### config.mk
export PLATFORM = sky130hd
export DESIGN_NAME = ram_w256b8_master
export DESIGN_NICKNAME = d
export VERILOG_FILES = /design/src/rtl/ram_w256b8_master.sv
export SDC_FILE = /design/constraint.sdc
export NUM_CORES = 1
export LEC_CHECK = 0
export CAP_MARGIN = 20
export CORE_ASPECT_RATIO = 1.25
export CORE_MARGIN = 5
export CORE_UTILIZATION = 46
export CTS_CLUSTER_SIZE = 12
export DETAILED_ROUTE_END_ITERATION = 16
export GPL_TIMING_DRIVEN = 0
export PLACE_DENSITY_LB_ADDON = 0.25
export SLEW_MARGIN = 20
export SYNTH_ARGS = -nofsm -noshare
export SYNTH_HDL_FRONTEND = slang
export SYNTH_SLANG_ARGS = --single-unit
### constraint.sdc
create_clock -name clk -period 3.95 [get_ports clk]
set_input_delay 0.395 -clock clk [delete_from_list [all_inputs] [get_ports clk]]
set_output_delay 0.395 -clock clk [all_outputs]
set_load 0.01 [all_outputs]
### src/rtl/ram_w256b8_master.sv
// Sequencing initiator for the 256x8 banked RAM: single read/write, pattern fill
// and read-checksum bursts, one response per command over valid/ready.
module ram_w256b8_master #(
  parameter int READ_LAT = 1,
  parameter int ADDR_W   = 8,
  parameter int DATA_W   = 8
) (
  input  logic              clk,
  input  logic              rst_n,
  input  logic              Cmd_Valid,
  output logic              Cmd_Ready,
  input  logic [1:0]        Cmd_Op,
  input  logic [ADDR_W-1:0] Cmd_Addr,
  input  logic [ADDR_W-1:0] Cmd_Len,
  input  logic [DATA_W-1:0] Cmd_Data,
  output logic              Rsp_Valid,
  input  logic              Rsp_Ready,
  output logic [DATA_W-1:0] Rsp_Data,
  output logic              Busy,
  output logic              Mem_EN,
  output logic              Mem_RW,
  output logic [ADDR_W-1:0] Mem_Address,
  output logic [DATA_W-1:0] Mem_Data_In,
  input  logic [DATA_W-1:0] Mem_Data_Out
);

  typedef enum logic [2:0] {
    S_IDLE    = 3'd0,
    S_WR      = 3'd1,
    S_RD      = 3'd2,
    S_RD_WAIT = 3'd3,
    S_RESP    = 3'd4
  } state_t;

  localparam logic [1:0] OP_RD     = 2'b00;
  localparam logic [1:0] OP_WR     = 2'b01;
  localparam logic [1:0] OP_FILL   = 2'b10;
  localparam logic [1:0] OP_CSUM   = 2'b11;
  localparam logic [1:0] WAIT_LAST = 2'(READ_LAT - 1);

  state_t              state_r, state_nx;
  logic [1:0]          op_r, op_nx;
  logic [ADDR_W-1:0]   len_r, len_nx;
  logic [ADDR_W-1:0]   beat_r, beat_nx;
  logic [1:0]          wait_r, wait_nx;
  logic [DATA_W-1:0]   csum_r, csum_nx;
  logic                mem_en_r, mem_en_nx;
  logic                mem_rw_r, mem_rw_nx;
  logic [ADDR_W-1:0]   mem_addr_r, mem_addr_nx;
  logic [DATA_W-1:0]   mem_din_r, mem_din_nx;
  logic                rsp_valid_r, rsp_valid_nx;
  logic [DATA_W-1:0]   rsp_data_r, rsp_data_nx;
  logic                busy_r, busy_nx;
  logic                cmd_ready_r, cmd_ready_nx;

  logic                accept_s;
  logic                beat_last_s;
  logic                wait_done_s;
  logic [DATA_W-1:0]   sum_s;

  assign accept_s    = Cmd_Valid && cmd_ready_r && (state_r == S_IDLE);
  assign beat_last_s = (beat_r == len_r);
  assign wait_done_s = (wait_r == WAIT_LAST);
  assign sum_s       = csum_r + Mem_Data_Out;

  assign Cmd_Ready   = cmd_ready_r;
  assign Rsp_Valid   = rsp_valid_r;
  assign Rsp_Data    = rsp_data_r;
  assign Busy        = busy_r;
  assign Mem_EN      = mem_en_r;
  assign Mem_RW      = mem_rw_r;
  assign Mem_Address = mem_addr_r;
  assign Mem_Data_In = mem_din_r;

  // State, datapath and registered output flops.
  always_ff @(posedge clk or negedge rst_n) begin
    if (!rst_n) begin
      state_r     <= S_IDLE;
      op_r        <= 2'b00;
      len_r       <= {ADDR_W{1'b0}};
      beat_r      <= {ADDR_W{1'b0}};
      wait_r      <= 2'b00;
      csum_r      <= {DATA_W{1'b0}};
      mem_en_r    <= 1'b0;
      mem_rw_r    <= 1'b0;
      mem_addr_r  <= {ADDR_W{1'b0}};
      mem_din_r   <= {DATA_W{1'b0}};
      rsp_valid_r <= 1'b0;
      rsp_data_r  <= {DATA_W{1'b0}};
      busy_r      <= 1'b0;
      cmd_ready_r <= 1'b1;
    end else begin
      state_r     <= state_nx;
      op_r        <= op_nx;
      len_r       <= len_nx;
      beat_r      <= beat_nx;
      wait_r      <= wait_nx;
      csum_r      <= csum_nx;
      mem_en_r    <= mem_en_nx;
      mem_rw_r    <= mem_rw_nx;
      mem_addr_r  <= mem_addr_nx;
      mem_din_r   <= mem_din_nx;
      rsp_valid_r <= rsp_valid_nx;
      rsp_data_r  <= rsp_data_nx;
      busy_r      <= busy_nx;
      cmd_ready_r <= cmd_ready_nx;
    end
  end

  // Next-state decode.
  always_comb begin
    state_nx = state_r;
    case (state_r)
      S_IDLE: begin
        if (accept_s) begin
          if ((Cmd_Op == OP_WR) || (Cmd_Op == OP_FILL)) state_nx = S_WR;
          else                                          state_nx = S_RD;
        end else begin
          state_nx = S_IDLE;
        end
      end
      S_WR: begin
        if (beat_last_s) state_nx = S_RESP;
        else             state_nx = S_WR;
      end
      S_RD:    state_nx = S_RD_WAIT;
      S_RD_WAIT: begin
        if (wait_done_s) begin
          if (beat_last_s) state_nx = S_RESP;
          else             state_nx = S_RD;
        end else begin
          state_nx = S_RD_WAIT;
        end
      end
      S_RESP: begin
        if (Rsp_Ready) state_nx = S_IDLE;
        else           state_nx = S_RESP;
      end
      default: state_nx = S_IDLE;
    endcase
  end

  // Next values of datapath and outputs; outputs are a function of the next state
  // so they are flop-driven yet line up with the state they belong to.
  always_comb begin
    op_nx        = op_r;
    len_nx       = len_r;
    beat_nx      = beat_r;
    wait_nx      = wait_r;
    csum_nx      = csum_r;
    mem_addr_nx  = mem_addr_r;
    mem_din_nx   = mem_din_r;
    rsp_data_nx  = rsp_data_r;
    mem_en_nx    = (state_nx == S_WR) || (state_nx == S_RD);
    mem_rw_nx    = (state_nx == S_WR);
    rsp_valid_nx = (state_nx == S_RESP);
    busy_nx      = (state_nx != S_IDLE);
    cmd_ready_nx = (state_nx == S_IDLE);
    case (state_r)
      S_IDLE: begin
        if (accept_s) begin
          op_nx       = Cmd_Op;
          // single ops run exactly one beat regardless of Cmd_Len
          len_nx      = Cmd_Op[1] ? Cmd_Len : {ADDR_W{1'b0}};
          beat_nx     = {ADDR_W{1'b0}};
          wait_nx     = 2'b00;
          csum_nx     = {DATA_W{1'b0}};
          mem_addr_nx = Cmd_Addr;
          if ((Cmd_Op == OP_WR) || (Cmd_Op == OP_FILL)) mem_din_nx = Cmd_Data;
          else                                          mem_din_nx = mem_din_r;
        end else begin
          op_nx = op_r;
        end
      end
      S_WR: begin
        if (beat_last_s) begin
          rsp_data_nx = mem_din_r;
        end else begin
          beat_nx     = beat_r + ADDR_W'(1);
          mem_addr_nx = mem_addr_r + ADDR_W'(1);
          mem_din_nx  = mem_din_r + DATA_W'(1);
        end
      end
      S_RD: wait_nx = 2'b00;
      S_RD_WAIT: begin
        if (wait_done_s) begin
          csum_nx = sum_s;
          wait_nx = 2'b00;
          if (beat_last_s) begin
            rsp_data_nx = (op_r == OP_CSUM) ? sum_s : Mem_Data_Out;
          end else begin
            beat_nx     = beat_r + ADDR_W'(1);
            mem_addr_nx = mem_addr_r + ADDR_W'(1);
          end
        end else begin
          wait_nx = wait_r + 2'd1;
        end
      end
      S_RESP:  rsp_data_nx = rsp_data_r;
      default: op_nx = op_r;
    endcase
  end

endmodule

==> results of run 1 <==
## registers in the layout, indices dropped and copies added, names as in the netlist
| signal | flops |
|---|---|
| Rsp_Valid | 1 |
| Cmd_Ready | 1 |
| Mem_Address | 8 |
| beat_r | 8 |
| Rsp_Data | 8 |
| state_r | 3 |
| Mem_EN | 1 |
| Mem_RW | 1 |
| Mem_Data_In | 8 |
| Busy | 1 |
| wait_r | 2 |
| len_r | 8 |
| op_r | 2 |
| csum_r | 8 |
## power groups by stage
stage | Clock [mW] | Sequential (mW) | Combinational, mW
finish | 0.555 | 1.12 | 1.66
global route | 0.584 | 1.16 | 1.85
CTS | 0.561 | 1.13 | 1.67
detailed placement | 0 | 1.14 | 1.66
global placement | 0 | 1.13 | 1.62
floorplan | 0 | 1.14 | 1.02
## path summary, 6_finish.rpt
check | start | end | depth (start not counted)
max in group asynchronous | rst_n | beat_r[4] | 3
max reg2reg | csum_r[0] | Rsp_Data[6] | 9
max | Mem_Data_Out[0] | Rsp_Data[6] | 10
min reg2reg | len_r[6] | len_r[6] | 2
min | Cmd_Op[1] | op_r[1] | 3
min in group asynchronous | rst_n | csum_r[3] | 2
## layout make-up
cell class,instances,area [sq um],area share
Buffer,17,75.1,0.0175
Timing Repair Buffer,67,678,0.159
Sequential cell,60,1500,0.351
Clock buffer,11,141,0.0331
Multi-Input combinational cell,282,1660,0.389
Clock inverter,4,50.0,0.0117
Inverter,14,55.1,0.0129
Tap cell,90,113,0.0263
## kinds of logic (layout without fill, tap and decap cells)
family                     Yosys count  count (layout)
AOI/OAI and AO/OA                   96              96
xor gates and xnor gates            21              21
DFF                                 60              60
muxes                                9               9
and+or+nand+nor                    143             143
buffers and inverters               31             113
adders and majority gates           13              13
## layer usage
| metal | GRT usage | share of wire |
|---|---|---|
| met5 | 0 | 0 |
| met1 | 0.221 | 0.43 |
| met2 | 0.322 | 0.51 |
| met3 | 0.0339 | 0.051 |
| met4 | 0.0814 | 0.014 |
## placed cells by master (no fill, tap or decap), drive strengths merged, types with 4 or more instances in the layout
master and count:
buf 8, inv 14, nand4 4, xor2 15
a211oi 4, o21ai 31, or2 4, clkbuf 22
a21oi 35, ha 12, xnor2 6, mux2i 7
dfrtp 59, nor2 29, o22ai 7, a31oi 4
clkdlybuf4s50 64, nor2b 5, nand3 31, nand2 56
## synth_stat cells (5+ instances only)
cell / number
nor2b_1: 5
dfrtp_1: 59
inv_1: 13
o22ai_1: 7
xnor2_1: 6
xor2_1: 15
mux2i_1: 7
nor2_1: 28
a21oi_1: 35
nand2_1: 56
clkbuf_1: 11
ha_1: 12
nand3_1: 31
o21ai_0: 31
## metrics by stage
step | utilization | power, mW
final | 0.613 | 3.34
after global routing | 0.613 | 3.60
after CTS | 0.613 | 3.36
after detailed placement | 0.584 | 2.80
after global placement | 0.582 | 2.74
after floorplan | - | 2.16
## worst register-to-register path, stage by stage, from the launching register on
cell and delay (ps):
dfrtp_1 380, ha_1 210, fa_1 410, a21o_1 180
a21oi_1 220, o21ai_0 160, nor2_1 170, mux2i_1 90
o311ai_0 310, o21ai_0 130
==> flow_summary.ini, run 1 <==
[timing]
timing.final.crit_share = 0.637
hold_slack_ps = 375
hold_viol = 0
period_needed_ps = 2520
tightest_slew_ps = 628
tns_ps = 0
drv_slew = 0
fin_ws_ps = 1430
fmax_mhz = 397
rsz0062_at_grt = false
skew_ps = 13.1
relSlewSlack = 0.580
setup_viol = 0

[place]
place.gp.congestion = 0.794
placed_area_sq_mm = 0.00408
io_buffers = 65
dp_slack_ps = 1100
dp_cells = 529
dpl.hpwl_microns = 5930

[worst_setup_path]
crit_fanout = 2
crit_top_cell = o21ai_0
endpoint_kind = flip-flop
rrSetupSlack_ps = 1570
crit_arrival_ps = 2730
crit_chain = clkdlybuf4s50_1 > ha_1 > fa_1 > a21o_1 > a21oi_1 > o21ai_0 > nor2_1 > mux2i_1 > o311ai_0 > o21ai_0
cpPeakStageDelay_ps = 430
crit_slowest_cell = clkdlybuf4s50_1
crit_buf_inv = 1
cp-start-kind = input pin
worstSetupPathType = in2reg
crit_family = compound AO/OA/AOI/OAI gates
required_ps = 4160

[grt]
grt_overflow_total = 0
grt_pass1_wl_microns = 13400
antenna_found_initial = 0
first_global_vias = 2940
grtUsageTotal = 0.185
grt_start_max_net_pins = 43

[clocking]
post_cts_buffers = 0
clk_pin_slew_ps = 70
cts_resized = 0
hold_buffers = 1
cts_tree = yes
h-tree-depth = 3
numCtsBuffers = 9
clock_sinks = 60
clock_path_buffers = 2
cts_root_buffer = clkbuf_8
insertion_delay_ps = 350

[logic_synthesis]
ys_seq_elements = 60
synth_edf_count = 0
synthMuxAreaShare = 0.0281
synth_compound_area_frac = 0.169
avgSynthCellArea_sq_um = 8.84
syn_inst = 373
yosys-top-cells-area = dfrtp_1 (45%), nand2_1 (6.4%), a21oi_1 (5.3%)
syn_nets = 424
synth_simple_gate_area_frac = 0.200
synth_cell_type_count = 45
synthXorXnorAreaFrac = 0.0558
synthAdderAreaFrac = 0.0516
yosysSeqAreaShare = 0.456
synth_top_area_frac = 0.448
synth_top_family_by_area = simple AND/OR/NAND/NOR gates
syn-cell-area_sq_mm = 0.00330
synthArstFlopShare = 1.00
synth_warnings = 0
synth_top_area_cell = dfrtp_1
synth_flop_cell = dfrtp_1

[floorplan]
start_util = 0.472
die_width_microns = 85.7
die_area_sq_mm = 0.00897
rows = 34
pin_count = 67
chipHeight_microns = 105
core-area_sq_mm = 0.00698

[final_layout]
fillCellCount = 650
fin_cells = 545
final_nets = 502
drive_gt1_frac = 0.0725
diodes = 0
design_area_sq_mm = 0.00428
area_delta_synth_final_pct = 29.8

[power_and_ir_drop]
powerDensity_mw_per_mm2 = 780
ir_worst_vdd_uv = 345
p_leak_nw = 1.91
p_comb_frac = 0.496
power_switching_mw = 1.38
sw_frac_of_total = 0.414
p_int_mw = 1.95
p_seq_frac = 0.337
power_frac_clock = 0.166

[detailed_routing]
drt_iter0_drc = 125
vias = 2968
viasPerCell = 5.45
routed_wl_microns = 7990
dr.pass1.iters = 4
antenna_left = 0
routedWlPerCell_microns = 14.7
drc = 0

[worst_hold_path]
hp-class = in2reg

[job]
max-cap-violations = 0

[run_status]
status = complete, no violations
No activity file was read; power rests on OpenSTA's default activity.
==> run 2: changes to the inputs <==
==> constraint.sdc (replaced) <==
create_clock -name clk -period 2.2 [get_ports clk]
set_input_delay 0.22 -clock clk [delete_from_list [all_inputs] [get_ports clk]]
set_output_delay 0.22 -clock clk [all_outputs]
set_load 0.01 [all_outputs]
==> run 2 against run 1 <==
Final area is 3.5% higher. Combinational power is 92% higher. Sequential power is 82% higher. Sequential share of layout area is 1.2 points lower. First-iteration DRC count down 7.2%. Setup slack worse by 1400 ps.
==> flow_summary.ini, run 2 (synthesis results as in run 1) <==
[grt]
grt_pass1_wl_microns = 13500
grt_start_max_net_pins = 43
grt_overflow_total = 0
grtUsageTotal = 0.186
first_global_vias = 2964
antenna_found_initial = 0

[timing]
relSlewSlack = 0.653
skew_ps = 12.9
tns_ps = 0
fmax_mhz = 469
tightest_slew_ps = 521
period_needed_ps = 2130
hold_viol = 0
timing.final.crit_share = 0.969
hold_slack_ps = 207
fin_ws_ps = 67.3
drv_slew = 0
rsz0062_at_grt = true
setup_viol = 0

[place]
place.gp.congestion = 0.794
dp_cells = 529
placed_area_sq_mm = 0.00408
dp_slack_ps = -473
io_buffers = 65
dpl.hpwl_microns = 5930

[worst_setup_path]
crit_buf_inv = 1
required_ps = 2430
cp-start-kind = input pin
worstSetupPathType = in2reg
crit_chain = clkdlybuf4s50_1 > ha_1 > a21oi_1 > nor2b_1 > a311o_1 > a31oi_2 > mux2i_1 > mux2i_1 > a311o_1
endpoint_kind = flip-flop
crit_fanout = 3
crit_arrival_ps = 2360
crit_slowest_cell = clkdlybuf4s50_1
crit_family = compound AO/OA/AOI/OAI gates
cpPeakStageDelay_ps = 550

[power_and_ir_drop]
powerDensity_mw_per_mm2 = 1400
p_leak_nw = 1.96
ir_worst_vdd_uv = 660

[final_layout]
area_delta_synth_final_pct = 34.3
fillCellCount = 630
fin_cells = 552
drive_gt1_frac = 0.128
final_cell_mix = clkdlybuf4s50_1 (63), dfrtp_1 (58), nand2_1 (56)
final_nets = 509
diodes = 0
final_common_cell = clkdlybuf4s50_1
design_area_sq_mm = 0.00443

[floorplan]
chipHeight_microns = 105
die_width_microns = 85.7
die_area_sq_mm = 0.00897
core-area_sq_mm = 0.00698
pin_count = 67
rows = 34
start_util = 0.472

[clocking]
clk_pin_slew_ps = 70
insertion_delay_ps = 340
cts_tree = yes
clock_sinks = 60
h-tree-depth = 3
numCtsBuffers = 9
clock_path_buffers = 2
cts_root_buffer = clkbuf_8

[job]
max-cap-violations = 0

[worst_hold_path]
hp-class = in2reg

[detailed_routing]
vias = 2980
routed_wl_microns = 8160
routedWlPerCell_microns = 14.8
viasPerCell = 5.40
drc = 0
antenna_left = 0
drt_iter0_drc = 116
dr.pass1.iters = 4

[run_status]
status = complete, no violations
run 2: cell count changes in the layout (fill, tap and decap cells not counted), sizes merged:
cell	before	now
dlymetal6s2s	0	1
buf	8	15
clkdlybuf4s50	64	63
run 2: through the flow:
stage / util / total power [mW]
6_report: 0.635 / 6.21
5_1_grt: 0.635 / 6.69
4_1_cts: 0.622 / 6.12
3_5_place_dp: 0.584 / 5.02
3_3_place_gp: 0.582 / 4.93
2_1_floorplan: - / 3.88
run 2: tightest hold or removal path, delay by kind of cell:
family	cells	cell delay (ps)
buffers and inverters	1	160
AND/OR/NAND/NOR	2	120
run 2: path summary, 6_finish.rpt:
check                                start           to  slack, ps  depth (start not counted)
hold / removal                   Cmd_Op[1]      op_r[1]        210                          3
hold reg to reg                   len_r[6]     len_r[6]        490                          2
setup / recovery           Mem_Data_Out[1]  Rsp_Data[7]         70                          9
max in group asynchronous            rst_n    beat_r[1]       1370                          3
min in group asynchronous            rst_n    csum_r[3]        290                          2
setup reg to reg                 csum_r[1]  Rsp_Data[7]         80                          8
run 2: routing by layer:
layer,vias to the layer above,global-route usage,part of all wire,wire length [microns]
li1,1481,-,-,-
met1,1422,0.219,0.43,3480
met2,67,0.327,0.51,4190
met3,10,0.0339,0.044,357
met4,0,0.0814,0.016,132
met5,-,0,0,0
run 2: layout make-up:
type / instances / area [sq um] / area share
multi-input cells: 282 / 1750 / 0.395
flip-flops and latches: 60 / 1500 / 0.340
repair buffers: 75 / 741 / 0.167
clock buffers: 11 / 141 / 0.0319
well taps: 90 / 113 / 0.0254
plain buffers: 16 / 75.1 / 0.0170
inverters: 14 / 55.1 / 0.0124
clock inverters: 4 / 50.0 / 0.0113
run 2: report_power, final:
part | internal [mW] | switching, mW
logic | 1.51 | 1.67
clock network | 0.546 | 0.446
registers | 1.59 | 0.456
run 2: timing repair:
| action | in CTS | in global routing |
|---|---|---|
| pin swaps | 3 | 9 |
| hold buffers | 1 | 0 |
| setup endpoints to repair | 5 | 29 |
| resized for setup | 8 | 19 |
| endpoints found under the hold margin | 17 | 0 |
| buffers inserted | 3 | 5 |
==> run 3: changes to the inputs <==
--- a/config.mk
+++ b/config.mk
@@ -12,7 +12,7 @@
 export CTS_CLUSTER_SIZE = 12
 export DETAILED_ROUTE_END_ITERATION = 16
 export GPL_TIMING_DRIVEN = 0
-export PLACE_DENSITY_LB_ADDON = 0.25
+export PLACE_DENSITY = 0.81
 export SLEW_MARGIN = 20
 export SYNTH_ARGS = -nofsm -noshare
 export SYNTH_HDL_FRONTEND = slang
==> run 3 against run 2 <==
Via count increased by 3.9%. Global-route usage increased by 0.82 points. Clock skew decreased by 3.4 ps. Count of clock-buffer cells in the layout decreased by 1. Critical path type unchanged. Clock power about the same. Sequential power about the same. Power increased by 3.4%. Largest cell class unchanged. Maximum frequency decreased by 2.9%. Flip-flop and latch count unchanged.
==> flow_summary.ini, run 3 (synthesis results as in run 1) <==
[timing]
drv_slew = 0
tns_ps = 0
skew_ps = 9.59
timing.final.crit_share = 0.998
relSlewSlack = 0.638
hold_viol = 0
tightest_slew_ps = 543
setup_viol = 0
period_needed_ps = 2200
rsz0062_at_grt = true
fmax_mhz = 455

[worst_setup_path]
cpPeakStageDelay_ps = 560
crit_chain = clkdlybuf4s50_1 > ha_4 > a21oi_2 > nor2b_1 > a311o_1 > a31oi_4 > mux2i_1 > mux2i_1 > a311o_1
crit_fanout = 4
endpoint_kind = flip-flop
crit_slowest_cell = clkdlybuf4s50_1
cp-start-kind = input pin
crit_buf_inv = 1
worstSetupPathType = in2reg
required_ps = 2420
crit_arrival_ps = 2410
crit_family = compound AO/OA/AOI/OAI gates

[floorplan]
die_area_sq_mm = 0.00897
core-area_sq_mm = 0.00698
chipHeight_microns = 105
rows = 34
start_util = 0.472
pin_count = 67
die_width_microns = 85.7

[final_layout]
final_cell_mix = clkdlybuf4s50_1 (63), dfrtp_1 (59), nand2_1 (56)
final_core_util = 0.643
fillCellCount = 576
drive_gt1_frac = 0.138
area_delta_synth_final_pct = 36.1
multiInputGateArea_sq_mm = 0.00178
final_nets = 511
regArea_sq_mm = 0.00150
diodes = 0
final_common_cell = clkdlybuf4s50_1

[clocking]
numCtsBuffers = 9
insertion_delay_ps = 340
clock_path_buffers = 2
h-tree-depth = 3
clk_pin_slew_ps = 70
cts_tree = yes
cts_root_buffer = clkbuf_8
clock_sinks = 60

[place]
dpl.hpwl_microns = 6150
io_buffers = 65
place.gp.congestion = 0.800

[worst_hold_path]
hp-class = in2reg

[grt]
grtUsageTotal = 0.195
grt_start_max_net_pins = 39
first_global_vias = 3136
grt_pass1_wl_microns = 14200
antenna_found_initial = 0
grt_overflow_total = 0

[detailed_routing]
routedWlPerCell_microns = 15.5
dr.pass1.iters = 4
antenna_left = 0
routed_wl_microns = 8610
wl_met2_microns = 4500
wl_met1_microns = 3470
vias = 3097
drt_iter0_drc = 185
drc = 0
dr.max_layer_used = met4
viasPerCell = 5.58
met3_length_microns = 386

[power_and_ir_drop]
powerDensity_mw_per_mm2 = 1430
ir_worst_vdd_uv = 555
p_leak_nw = 1.98

[job]
max-cap-violations = 0

[run_status]
status = complete, no violations
-- run 3: timing repair --
item                                    4_1_cts  5_1_grt
setup buffers                                 3        7
pin swaps                                     4       10
endpoints found under the setup margin        9       29
endpoints found under the hold margin        21        0
resized for setup                            10       22
hold buffers                                  1        0
-- run 3: where the power goes --
group          total [mW]  internal, mW  leakage, nW  switching [mW]
Combinational        3.37          1.61         1.14            1.76
Sequential           2.06          1.59        0.745           0.475
Clock               0.994         0.551       0.0983           0.443
Total                6.42          3.75         1.98            2.68
-- run 3: path summary, 6_finish.rpt --
path | depth (start not counted) | end | slack [ps] | startpoint
min in group asynchronous | 2 | csum_r[4] | 310 | rst_n
min | 3 | op_r[1] | 200 | Cmd_Op[1]
max | 9 | Rsp_Data[7] | 4 | Mem_Data_Out[3]
min reg2reg | 2 | len_r[4] | 500 | len_r[4]
max in group asynchronous | 3 | beat_r[2] | 1370 | rst_n
max reg2reg | 8 | Rsp_Data[7] | 20 | csum_r[3]
-- run 3: worst min-delay path, cell delays in order --
cell and delay, ps:
buf_2 160, nand2_1 70, nand2_1 40
-- run 3: cell type report --
| cell class | instances | area share |
|---|---|---|
| Tap cell | 90 | 0.0251 |
| Clock buffer | 10 | 0.0307 |
| Multi-Input combinational cell | 282 | 0.396 |
| Inverter | 14 | 0.0123 |
| Clock inverter | 6 | 0.0142 |
| Sequential cell | 60 | 0.335 |
| Timing Repair Buffer | 77 | 0.168 |
| Buffer | 16 | 0.0181 |
-- run 3: stage by stage --
step,setup WS (ps),power [mW],hold slack (ps),cell area (sq um),cells
finish,3.55,6.42,203,4490,555
global route,-45.5,6.89,217,4490,555
CTS,-11.2,6.18,181,4360,549
detailed placement,-558,5.04,138,4080,529
global placement,-1010,4.90,475,4060,528
floorplan,20.7,3.88,-75.6,3300,373
-- run 3: routing by layer --
metal  GRT usage  vias to the layer above
li1            -                     1486
met2       0.338                       91
met5           0                        -
met1       0.227                     1497
met3      0.0323                       23
met4       0.101                        0
